$ cat config.mk
export PLATFORM = sky130hd
export DESIGN_NAME = fwd_hazard_ctrl
export DESIGN_NICKNAME = d
export VERILOG_FILES = /design/src/rtl/fwd_pkg.sv /design/src/rtl/fwd_src_match.sv /design/src/rtl/fwd_hazard_ctrl.sv
export SDC_FILE = /design/constraint.sdc
export NUM_CORES = 1
export LEC_CHECK = 0
export ABC_AREA = 1
export BUFFER_PORTS_ARGS = -buffer_cell sky130_fd_sc_hd__buf_2
export CAP_MARGIN = 20
export CORE_ASPECT_RATIO = 1.4
export CORE_MARGIN = 2
export CORE_UTILIZATION = 28
export CTS_BUF_LIST = sky130_fd_sc_hd__clkbuf_8
export DETAILED_ROUTE_END_ITERATION = 8
export GPL_ROUTABILITY_DRIVEN = 0
export SLEW_MARGIN = 10
export SYNTH_ARGS = -nofsm -noshare
export SYNTH_HDL_FRONTEND = slang
export SYNTH_SLANG_ARGS = --single-unit
$ cat constraint.sdc
create_clock -name clk -period 5.8 [get_ports clk]
set_input_delay 1.16 -clock clk [delete_from_list [all_inputs] [get_ports clk]]
set_output_delay 1.16 -clock clk [all_outputs]
set_load 0.01 [all_outputs]
$ cat src/rtl/fwd_pkg.sv
// Shared types and helpers for the forwarding/hazard controller.
// Holds the select-width function, the stall-cause codes and the load-use FSM states.
package fwd_pkg;

    typedef enum logic {
        IDLE    = 1'b0,
        LU_WAIT = 1'b1
    } lu_state_t;

    // A cause of 2'b11 means both terms are active; it is formed by OR-ing these codes.
    localparam logic [1:0] CAUSE_NONE = 2'b00;
    localparam logic [1:0] CAUSE_LOAD = 2'b01;
    localparam logic [1:0] CAUSE_SB   = 2'b10;

    function automatic int sel_width(input int num_stage);
        return (num_stage < 1) ? 1 : $clog2(num_stage + 1);
    endfunction

endpackage

$ cat src/rtl/fwd_src_match.sv
// Forward-select priority encoder for one EX source operand.
// The nearest writing stage (lowest index) wins; x0 never forwards.
module fwd_src_match
    import fwd_pkg::*;
#(
    parameter int REG_AW    = 5,
    parameter int NUM_STAGE = 2
) (
    input  logic [REG_AW-1:0]                 i_ex_rs,
    input  logic [NUM_STAGE-1:0]              i_stg_regwrite,
    input  logic [NUM_STAGE-1:0]              i_stg_link,
    input  logic [NUM_STAGE*REG_AW-1:0]       i_stg_rd,
    output logic [sel_width(NUM_STAGE)-1:0]   o_sel,
    output logic                              o_link
);

    localparam int SELW = sel_width(NUM_STAGE);

    // Scan oldest to nearest so the nearest match overwrites older ones.
    always_comb begin
        o_sel  = '0;
        o_link = 1'b0;
        for (int k = NUM_STAGE - 1; k >= 0; k--) begin
            if (i_stg_regwrite[k] &&
                (i_stg_rd[k*REG_AW +: REG_AW] != '0) &&
                (i_stg_rd[k*REG_AW +: REG_AW] == i_ex_rs)) begin
                o_sel  = SELW'(k + 1);
                o_link = i_stg_link[k];
            end
        end
    end

endmodule

$ cat src/rtl/fwd_hazard_ctrl.sv
// Forwarding and hazard controller: per-source forward selects, load-use stall FSM,
// pending-write scoreboard for long-latency units and a saturating stall counter.
module fwd_hazard_ctrl
    import fwd_pkg::*;
#(
    parameter int REG_AW    = 5,
    parameter int NUM_SRC   = 2,
    parameter int NUM_STAGE = 2,
    parameter int LOAD_LAT  = 1,
    parameter int CNT_W     = 16
) (
    input  logic                                    clk,
    input  logic                                    rst_n,
    input  logic                                    flush,
    input  logic                                    id_valid,
    input  logic [NUM_SRC*REG_AW-1:0]               id_rs,
    input  logic [NUM_SRC-1:0]                      id_rs_used,
    input  logic [NUM_SRC*REG_AW-1:0]               ex_rs,
    input  logic                                    ex_regwrite,
    input  logic                                    ex_memread,
    input  logic [REG_AW-1:0]                       ex_rd,
    input  logic [NUM_STAGE-1:0]                    stg_regwrite,
    input  logic [NUM_STAGE-1:0]                    stg_link,
    input  logic [NUM_STAGE*REG_AW-1:0]             stg_rd,
    input  logic                                    lat_issue,
    input  logic [REG_AW-1:0]                       lat_rd,
    input  logic                                    lat_done,
    input  logic [REG_AW-1:0]                       lat_done_rd,
    output logic [NUM_SRC*sel_width(NUM_STAGE)-1:0] fwd_sel,
    output logic [NUM_SRC-1:0]                      fwd_link,
    output logic                                    stall,
    output logic [1:0]                              stall_cause,
    output logic [CNT_W-1:0]                        stall_cnt
);

    localparam int SELW = sel_width(NUM_STAGE);
    localparam int NREG = 2 ** REG_AW;
    localparam int WCW  = (LOAD_LAT > 1) ? $clog2(LOAD_LAT) : 1;

    lu_state_t        r_state, w_state_nxt;
    logic [WCW-1:0]   r_wait_cnt, w_wait_nxt;
    logic [NREG-1:0]  r_pending, w_pending_nxt;
    logic [CNT_W-1:0] r_stall_cnt;
    logic             w_lu_hit, w_sb_hit, w_lu_term, w_stall;

    for (genvar g = 0; g < NUM_SRC; g++) begin : g_src
        fwd_src_match #(
            .REG_AW    (REG_AW),
            .NUM_STAGE (NUM_STAGE)
        ) u_match (
            .i_ex_rs        (ex_rs[g*REG_AW +: REG_AW]),
            .i_stg_regwrite (stg_regwrite),
            .i_stg_link     (stg_link),
            .i_stg_rd       (stg_rd),
            .o_sel          (fwd_sel[g*SELW +: SELW]),
            .o_link         (fwd_link[g])
        );
    end

    // Scoreboard lookup uses registered pending: a register frees the cycle after lat_done.
    always_comb begin
        w_lu_hit = 1'b0;
        w_sb_hit = 1'b0;
        for (int i = 0; i < NUM_SRC; i++) begin
            if (id_rs_used[i]) begin
                if (id_rs[i*REG_AW +: REG_AW] == ex_rd)
                    w_lu_hit = 1'b1;
                if ((id_rs[i*REG_AW +: REG_AW] != '0) && r_pending[id_rs[i*REG_AW +: REG_AW]])
                    w_sb_hit = 1'b1;
            end
        end
        w_lu_hit = w_lu_hit & id_valid & ex_memread & ex_regwrite & (ex_rd != '0);
        w_sb_hit = w_sb_hit & id_valid;
    end

    assign w_lu_term   = w_lu_hit | (r_state == LU_WAIT);
    assign w_stall     = (w_lu_term | w_sb_hit) & ~flush;
    assign stall       = w_stall;
    assign stall_cause = flush ? CAUSE_NONE
                               : ((w_lu_term ? CAUSE_LOAD : CAUSE_NONE) |
                                  (w_sb_hit  ? CAUSE_SB   : CAUSE_NONE));
    assign stall_cnt   = r_stall_cnt;

    // The detect cycle is the first stall cycle, so LU_WAIT covers the remaining LOAD_LAT-1.
    always_comb begin
        w_state_nxt = r_state;
        w_wait_nxt  = r_wait_cnt;
        if (flush) begin
            w_state_nxt = IDLE;
            w_wait_nxt  = '0;
        end else begin
            case (r_state)
                IDLE: begin
                    if (w_lu_hit && (LOAD_LAT > 1)) begin
                        w_state_nxt = LU_WAIT;
                        w_wait_nxt  = WCW'(LOAD_LAT - 1);
                    end
                end
                LU_WAIT: begin
                    if (r_wait_cnt == WCW'(1)) begin
                        w_state_nxt = IDLE;
                        w_wait_nxt  = '0;
                    end else begin
                        w_wait_nxt  = r_wait_cnt - WCW'(1);
                    end
                end
                default: begin
                    w_state_nxt = IDLE;
                    w_wait_nxt  = '0;
                end
            endcase
        end
    end

    // Issue is applied after done so a same-register set and clear leaves the bit set.
    always_comb begin
        w_pending_nxt = r_pending;
        if (lat_done)
            w_pending_nxt[lat_done_rd] = 1'b0;
        if (lat_issue && (lat_rd != '0))
            w_pending_nxt[lat_rd] = 1'b1;
    end

    always_ff @(posedge clk or negedge rst_n) begin
        if (!rst_n) begin
            r_state     <= IDLE;
            r_wait_cnt  <= '0;
            r_pending   <= '0;
            r_stall_cnt <= '0;
        end else begin
            r_state    <= w_state_nxt;
            r_wait_cnt <= w_wait_nxt;
            r_pending  <= w_pending_nxt;
            if (w_stall && (r_stall_cnt != '1))
                r_stall_cnt <= r_stall_cnt + CNT_W'(1);
        end
    end

endmodule
# Word-level counts from Yosys, hierarchy flattened
# Index checks and enable logic that the tools add are counted.
# op_classes
n_mux	35
n_lt_le_gt_ge	6
reduce_logical	19
n_bitwise	13
eq_ne	7
n_addsub	2
# ops
operator	n
32-bit 2-to-1 mux	2
32-bit AND	1
32-bit NOT	1
32-bit OR	1
5-bit == test	6
5-bit nonzero test	6
5-bit by 6-bit < comparator with 1-bit output, second input constant	4
1-bit 2-to-1 mux	23
16-bit by 1-bit adder with 16-bit output, second input constant	1
16-bit inequality test, second input constant	1
1-bit logical AND	12
2-bit 2-to-1 mux	6
1-bit binary-select mux with 5-bit select	2
1-bit demux with 5-bit select	2
5-bit by 1-bit >= comparator with 1-bit output, second input constant	2
1-bit AND	6
1-bit OR	2
1-bit by 2-bit OR with 2-bit output	1
2-bit nonzero test	1
1-bit NOT	1
1-bit subtractor, second input constant	1
# word_totals
output_inout_bits	25
reg_bits	50
wordCells	86
inputBits	59

# Longest topological paths before layout
# Gate-level depths: netlist of run 1.
# logic_depth
ltp_word	13
ltp_mapped	19
depth_no_buf	17

# By module
# A second synthesis of run 1 with hierarchy kept.
# unflattened
hier_cells	620
area_unflattened_um2	3897.5
# by_module_without_submodules
mod	instances	cells_per_inst	seq_area_each_um2	area_each_um2
fwd_hazard_ctrl	1	494	1251.2	3377.0
fwd_src_match	2	63	0.0	260.2

# Least setup slack after synthesis of run 1
# Ideal clock, no wire load.
# synth_timing
path_type	input port to output port
from	in stg_rd[3]
to	out fwd_link[1]
required_ns	4.640
arrival_time_ns	2.430
cell_stages	5
slack_ns	2.210
n_path_buf	1
path_cell_list	xor2_1 -> nor4_1 -> nor2_1 -> a22o_1 -> buf_4
# synth_via
elab_chain_cells	4
word_cells_on_any_way	5
classes_between	eq/ne (1); mux (1); reduce/logical (3)
# synth_rtl
element	line_no	text
from (decl)	fwd_hazard_ctrl.sv:24	input logic [NUM_STAGE*REG_AW-1:0] stg_rd,
5-bit nonzero test	fwd_src_match.sv:25	(i_stg_rd[k*REG_AW +: REG_AW] != '0) &&
1-bit logical AND	fwd_src_match.sv:24	if (i_stg_regwrite[k] &&
1-bit logical AND *	fwd_src_match.sv:25	
1-bit 2-to-1 mux *	fwd_src_match.sv:24	
to (decl)	fwd_hazard_ctrl.sv:30	output logic [NUM_SRC-1:0] fwd_link,
# Every way passes the cells marked *; elsewhere a longest branch is shown, timed or not.

# Worst setup path after layout of run 1
# layout_timing
from	in id_rs[6]
to	out stall
# layout_via
elab_chain_cells	10
word_cells_on_any_way	17
classes_between	eq/ne (1); mux (6); bitwise (8); reduce/logical (2)
# layout_rtl
element	line_no	text
from (decl)	fwd_hazard_ctrl.sv:16	input logic [NUM_SRC*REG_AW-1:0] id_rs,
5-bit == test	fwd_hazard_ctrl.sv:66	if (id_rs[i*REG_AW +: REG_AW] == ex_rd)
1-bit 2-to-1 mux	fwd_hazard_ctrl.sv:66	
1-bit 2-to-1 mux	fwd_hazard_ctrl.sv:65	if (id_rs_used[i]) begin
1-bit AND (4 in a row)	fwd_hazard_ctrl.sv:72	w_lu_hit = w_lu_hit & id_valid & ex_memread & ex_regwrite & (ex_rd != '0);
1-bit OR	fwd_hazard_ctrl.sv:76	assign w_lu_term = w_lu_hit | (r_state == LU_WAIT);
1-bit OR *	fwd_hazard_ctrl.sv:77	assign w_stall = (w_lu_term | w_sb_hit) & ~flush;
1-bit AND *	fwd_hazard_ctrl.sv:77	
to (decl)	fwd_hazard_ctrl.sv:31	output logic stall,
# Every way passes the cells marked *; elsewhere a longest branch is shown, timed or not. The select of a mux whose other input is x is not followed.

==> results.sh, run 1 <==
export IMPL_mostFrequentLayoutCell="nand2_1"
export IMPL_path_class="in2out"
export IMPL_n_antenna_cell=0
export IMPL_tightest_slew_ns=0.636
export IMPL_die_h_microns=140
export IMPL_period_share=0.677
export IMPL_synth_compound_area_frac=0.107
export IMPL_fin_hold_ws_ns=0.466
export IMPL_area_delta_synth_final_pct=16.9
export IMPL_viasPerCell=4.81
export IMPL_portBuffers=83
export IMPL_sequentialPowerShare=0.456
export IMPL_rows=49
export IMPL_worstSkewPairLatency_ns=0.31
export IMPL_p_per_area_nw_per_um2=234
export IMPL_grt_overflow=0
export IMPL_min_path_type="reg2reg"
export IMPL_crit_path_max_fanout=18
export IMPL_ctsHoldBuffers=0
export IMPL_p_leak_nw=2.28
export IMPL_syn_nets=605
export IMPL_grt_util_all_layers=0.152
export IMPL_finClkSkew_ns=0.00964
export IMPL_grt_first_pass_wirelength_microns=17600
export IMPL_ys_seq_area_frac=0.340
export IMPL_synth_cells=545
export IMPL_setup_tns_ns=0
export IMPL_cts_root_buf="clkbuf_8"
export IMPL_status="finished clean"
export IMPL_yosysWarnings=0
export IMPL_netlist_area_sq_um=3680
export IMPL_final_layout_size_suffix_gt1_frac=0.176
export IMPL_core_area_sq_um=12800
export IMPL_wirelength_microns=10300
export IMPL_synthSimpleGateAreaFrac=0.356
export IMPL_crit_path_start_kind="primary input"
export IMPL_ant_nets=0
export IMPL_place_hpwl_microns=8220
export IMPL_final_hold_violation_count=0
export IMPL_route_detailed_drc=0
export IMPL_cp_data_required_time_ns=4.64
export IMPL_grt_max_degree=51
export IMPL_avgSynthCellArea_sq_um=6.75
export IMPL_io_pins=84
export IMPL_synth_top_family_by_area="simple AND/OR/NAND/NOR gates"
export IMPL_min_period_ns=3.93
export IMPL_switching_power_mw=0.353
export IMPL_drv_cap=0
export IMPL_max_slew_margin_rel=0.576
export IMPL_synth_seq_cells=50
export IMPL_clock_path_buffers=2
export IMPL_vias=3740
export IMPL_switching_share=0.351
export IMPL_wl_per_cell_microns=13.2
export IMPL_antenna_found_initial=0
export IMPL_cts_setup_buffers=0
export IMPL_vdd_ir_drop_max_v=0.000120
export IMPL_synth_cell_types=27
export IMPL_drt_iter0_markers=154
export IMPL_tritoncts="yes"
export IMPL_cp_top_family="simple AND/OR/NAND/NOR gates"
export IMPL_crit_path_top_delay_cell="clkinv_1"
export IMPL_start_util=0.287
export IMPL_path_cells="buf_2 > clkinv_1 > nand3_1 > nand2_1 > nand2_1 > nand2_1 > inv_1 > nand2_1 > nand2_1 > nand2_1 > nand2_1 > nand2_1 > nand2_2 > nand2_4 > buf_2"
export IMPL_timing_fmax_mhz=255
export IMPL_detail_route_first_pass_iterations=4
export IMPL_path_buf_inv=4
export IMPL_power_frac_clock=0.246
export IMPL_synth_fa_ha_area_frac=0.00340
export IMPL_clkTransAtPathRegs_ns=0.09
export IMPL_mostFrequentLayoutCells="nand2_1 (138), nand3_1 (91), buf_2 (83), inv_1 (72), o21ai_0 (66)"
export IMPL_cp_arrival_ns=2.77
export IMPL_setup_viol=0
export IMPL_fill_cells=1399
export IMPL_power_frac_comb=0.297
export IMPL_postCtsResizedCells=0
export IMPL_cp_slowest_stage_delay_ns=0.29
export IMPL_dieArea_sq_um=14100
export IMPL_p_int_mw=0.653
export IMPL_cp_end_kind="output pin"
export IMPL_cts_max_level=2
export IMPL_muxShareOfSynthArea=0
export IMPL_die_x_microns=101
export IMPL_cp_common_cell="nand2_1"
export IMPL_cts_sinks=50
export IMPL_synthXorXnorAreaFrac=0.0857
export IMPL_rsz0062_at_grt="no"
export IMPL_nets=683
export IMPL_cts_buffers=5
export IMPL_grt_pass1_vias=3642
export IMPL_slew_viol_final=0
[registers in the layout, indices dropped and copies added, names as in the netlist]
name	count
r_pending	32
stall_cnt	16
r_state	1
r_wait_cnt	1
[per-layer routing]
metal / vias to the layer above / global-route usage / part of all wire / wire length (microns)
li1: 1918 / - / - / -
met1: 1707 / 0.198 / 0.45 / 4590
met2: 107 / 0.257 / 0.49 / 5050
met3: 8 / 0.0166 / 0.048 / 497
met4: 0 / 0.0512 / 0.014 / 141
met5: - / 0 / 0 / 0
[path summary, 6_finish.rpt]
path / cells past startpoint / to / slack (ns) / from
setup / recovery: 15 / stall / 1.87 / id_rs[6]
min in group asynchronous: 2 / r_pending[21] / 0.93 / rst_n
hold / removal: 1 / r_state / 0.47 / r_wait_cnt
hold reg to reg: 1 / r_state / 0.47 / r_wait_cnt
max in group asynchronous: 2 / r_pending[12] / 4.42 / rst_n
setup reg to reg: 7 / stall_cnt[0] / 3.54 / stall_cnt[0]
[synth_stat cells, drive strengths merged]
cell,count,area share
a21oi,4,0.0054
a221oi,1,0.0024
a22o,1,0.0024
buf,12,0.028
clkbuf,1,0.0010
clkinv,1,0.0010
dfrtp,50,0.34
ha,1,0.0034
inv,75,0.078
nand2,151,0.17
nand3,91,0.12
nand4,4,0.0085
nor2,31,0.032
nor3,9,0.012
nor4,7,0.014
o21ai,66,0.090
o22ai,4,0.0068
xnor2,12,0.029
xor2,24,0.057
[cells by family after synthesis]
logic type / count (synthesis)
xor gates and xnor gates: 36
buffers and inverters: 89
and+or+nand+nor: 293
DFF: 50
adders and majority gates: 1
AOI/OAI and AO/OA: 76
[power groups by stage]
stage	clock, mW	combinational [mW]	sequential [mW]
floorplan	0	0.199	0.458
global placement	0	0.298	0.466
detailed placement	0	0.299	0.467
CTS	0.257	0.301	0.459
global route	0.272	0.352	0.468
finish	0.248	0.299	0.459
[area by class of cell]
class | instances | area, sq um | area share
clock buffer | 5 | 68.8 | 0.0160
clock inverter | 3 | 45.0 | 0.0105
inverter | 76 | 290 | 0.0675
multi-input combinational | 406 | 2030 | 0.472
sequential | 50 | 1250 | 0.291
tap | 153 | 191 | 0.0445
timing repair buffer | 84 | 423 | 0.0984
[metrics by stage]
stage / setup slack, ns / area, sq um / instances / utilization / total power, mW
2_1_floorplan: 2.21 / 3680 / 545 / - / 0.657
3_3_place_gp: 1.90 / 4180 / 769 / 0.327 / 0.764
3_5_place_dp: 1.88 / 4180 / 769 / 0.327 / 0.765
4_1_cts: 1.87 / 4300 / 777 / 0.335 / 1.02
5_1_grt: 1.65 / 4300 / 777 / 0.335 / 1.09
6_report: 1.87 / 4300 / 777 / 0.335 / 1.01
Power figures use the tool's default switching activity.
==> run 2, diff against run 1 <==
clock period = 3.5 ns   (was 5.8 ns; I/O delays follow)
==> run 2 against run 1 <==
  * Clock-buffer cell count stayed put
  * Routed wire length about the same
  * Critical endpoint unchanged
  * Clock power grew 27%
  * Via count decreased by 0.53%
  * First-iteration DRC count down 21%
  * Final area is 0.52% lower
  * Largest cell class unchanged
  * Critical path depth grew 1
  * Total power grew 57%
  * Non-clock buffer count grew 2
  * Combinational power grew 66%
  * Global-route usage decreased by 0.26 points
==> results.sh, run 2 (synthesis results as in run 1) <==
export IMPL_status="finished clean"
export IMPL_cp_data_required_time_ns=2.80
export IMPL_viasPerCell=4.78
export IMPL_cts_max_level=2
export IMPL_rows=49
export IMPL_setup_slack_ns=0.507
export IMPL_regMostFlops="r_pending"
export IMPL_detail_route_first_pass_iterations=5
export IMPL_portBuffers=83
export IMPL_cp_top_family="simple AND/OR/NAND/NOR gates"
export IMPL_n_antenna_cell=0
export IMPL_final_layout_size_suffix_gt1_frac=0.174
export IMPL_fill_cells=1378
export IMPL_grt_pass1_vias=3622
export IMPL_io_pins=84
export IMPL_min_path_type="in2async"
export IMPL_worstSkewPairLatency_ns=0.31
export IMPL_die_x_microns=101
export IMPL_vdd_ir_drop_max_v=0.000159
export IMPL_wirelength_microns=10300
export IMPL_finalNonFillerCells=778
export IMPL_regToRegSetupSlack_ns=1.23
export IMPL_critical_path_startpoint="id_rs[5]"
export IMPL_path_class="in2out"
export IMPL_route_detailed_drc=0
export IMPL_max_slew_margin_rel=0.483
export IMPL_path_buf_inv=4
export IMPL_period_share=0.855
export IMPL_finClkSkew_ns=0.0118
export IMPL_mostFrequentLayoutCells="nand2_1 (138), nand3_1 (91), buf_2 (83), inv_1 (74), o21ai_0 (66)"
export IMPL_start_util=0.287
export IMPL_postCtsResizedCells=0
export IMPL_cp_common_cell="nand2_1"
export IMPL_grt_max_degree=36
export IMPL_r2r_start="stall_cnt[0]"
export IMPL_grt_util_all_layers=0.149
export IMPL_drt_iter0_markers=122
export IMPL_tightest_slew_ns=0.776
export IMPL_cts_sinks=50
export IMPL_cts_buffers=5
export IMPL_dpl_worst_slack_ns=0.499
export IMPL_ctsHoldBuffers=0
export IMPL_tritoncts="yes"
export IMPL_p_leak_nw=2.28
export IMPL_cp_slowest_stage_delay_ns=0.31
export IMPL_fin_util=0.334
export IMPL_setup_tns_ns=0
export IMPL_wl_per_cell_microns=13.2
export IMPL_mostFrequentLayoutCell="nand2_1"
export IMPL_vias=3720
export IMPL_clock_path_buffers=2
export IMPL_largest_reg_flops=32
export IMPL_core_area_sq_um=12800
export IMPL_place_hpwl_microns=8200
export IMPL_rsz0062_at_grt="no"
export IMPL_drv_cap=0
export IMPL_cts_root_buf="clkbuf_8"
export IMPL_crit_path_start_kind="primary input"
export IMPL_timing_fmax_mhz=334
export IMPL_min_period_ns=2.99
export IMPL_dieArea_sq_um=14100
export IMPL_rr_worst_depth=7
export IMPL_die_h_microns=140
export IMPL_setup_viol=0
export IMPL_slew_viol_final=0
export IMPL_cts_setup_buffers=0
export IMPL_crit_path_max_fanout=19
export IMPL_clkTransAtPathRegs_ns=0.09
export IMPL_r2r_end="stall_cnt[0]"
export IMPL_crit_path_top_delay_cell="buf_2"
export IMPL_cp_end_kind="output pin"
export IMPL_placed_cells=771
export IMPL_nets=685
export IMPL_grt_overflow=0
export IMPL_cp_arrival_ns=2.29
export IMPL_area_delta_synth_final_pct=16.3
export IMPL_antenna_found_initial=0
export IMPL_path_cells="buf_2 > inv_4 > nand2_1 > nand3_1 > nand2_1 > nand2_1 > nand2_1 > inv_1 > nand2_1 > nand2_1 > nand2_1 > nand2_1 > nand2_1 > nand2_2 > nand2_4 > buf_2"
export IMPL_grt_first_pass_wirelength_microns=17200
export IMPL_p_per_area_nw_per_um2=369
export IMPL_final_hold_violation_count=0
export IMPL_ant_nets=0
## run 2: changes by cell type in the layout (fill, tap and decap cells not counted)
cell | before | now
buf_4 | 1 | 3
clkinvlp_4 | 2 | 0
inv_1 | 72 | 74
bufinv_16 | 1 | 0
## run 2: worst max-delay path by stage
stage | end | slack [ns] | depth (start not counted)
global placement | stall | 0.53 | 16
detailed placement | stall | 0.50 | 16
floorplan | fwd_link[1] | 0.83 | 5
CTS | stall | 0.50 | 16
global route | stall | 0.25 | 14
finish | stall | 0.51 | 16
## run 2: cell type report
cell class / instances / area, sq um / area share
Clock buffer: 5 / 68.8 / 0.0161
Clock inverter: 2 / 7.51 / 0.00176
Inverter: 76 / 290 / 0.0679
Multi-Input combinational cell: 406 / 2030 / 0.474
Sequential cell: 50 / 1250 / 0.293
Tap cell: 153 / 191 / 0.0448
Timing Repair Buffer: 86 / 438 / 0.102
## run 2: layer usage
layer | global-route usage | routed length [microns] | vias to the layer above
met5 | 0 | 0 | -
met4 | 0.0548 | 197 | 0
met3 | 0.0181 | 526 | 11
met2 | 0.257 | 4980 | 106
met1 | 0.188 | 4570 | 1679
li1 | - | - | 1924
## run 2: where the power goes
part	total (mW)	internal, mW	switching (mW)
registers	0.765	0.684	0.0809
logic	0.497	0.187	0.310
clock network	0.315	0.132	0.183
## run 2: per-stage QoR
stage	power [mW]	cell area, sq um	hold slack, ns
2_1_floorplan	1.09	3680	0.404
3_3_place_gp	1.27	4200	0.441
3_5_place_dp	1.27	4200	0.452
4_1_cts	1.59	4280	0.465
5_1_grt	1.71	4280	0.480
6_report	1.58	4280	0.457
## run 2: worst register-to-register path, delay by kind of cell, from the launching register on
family	cells	cell delay, ns
DFF	1	0.43
adders and majority gates	1	0.21
and+or+nand+nor	6	1.57
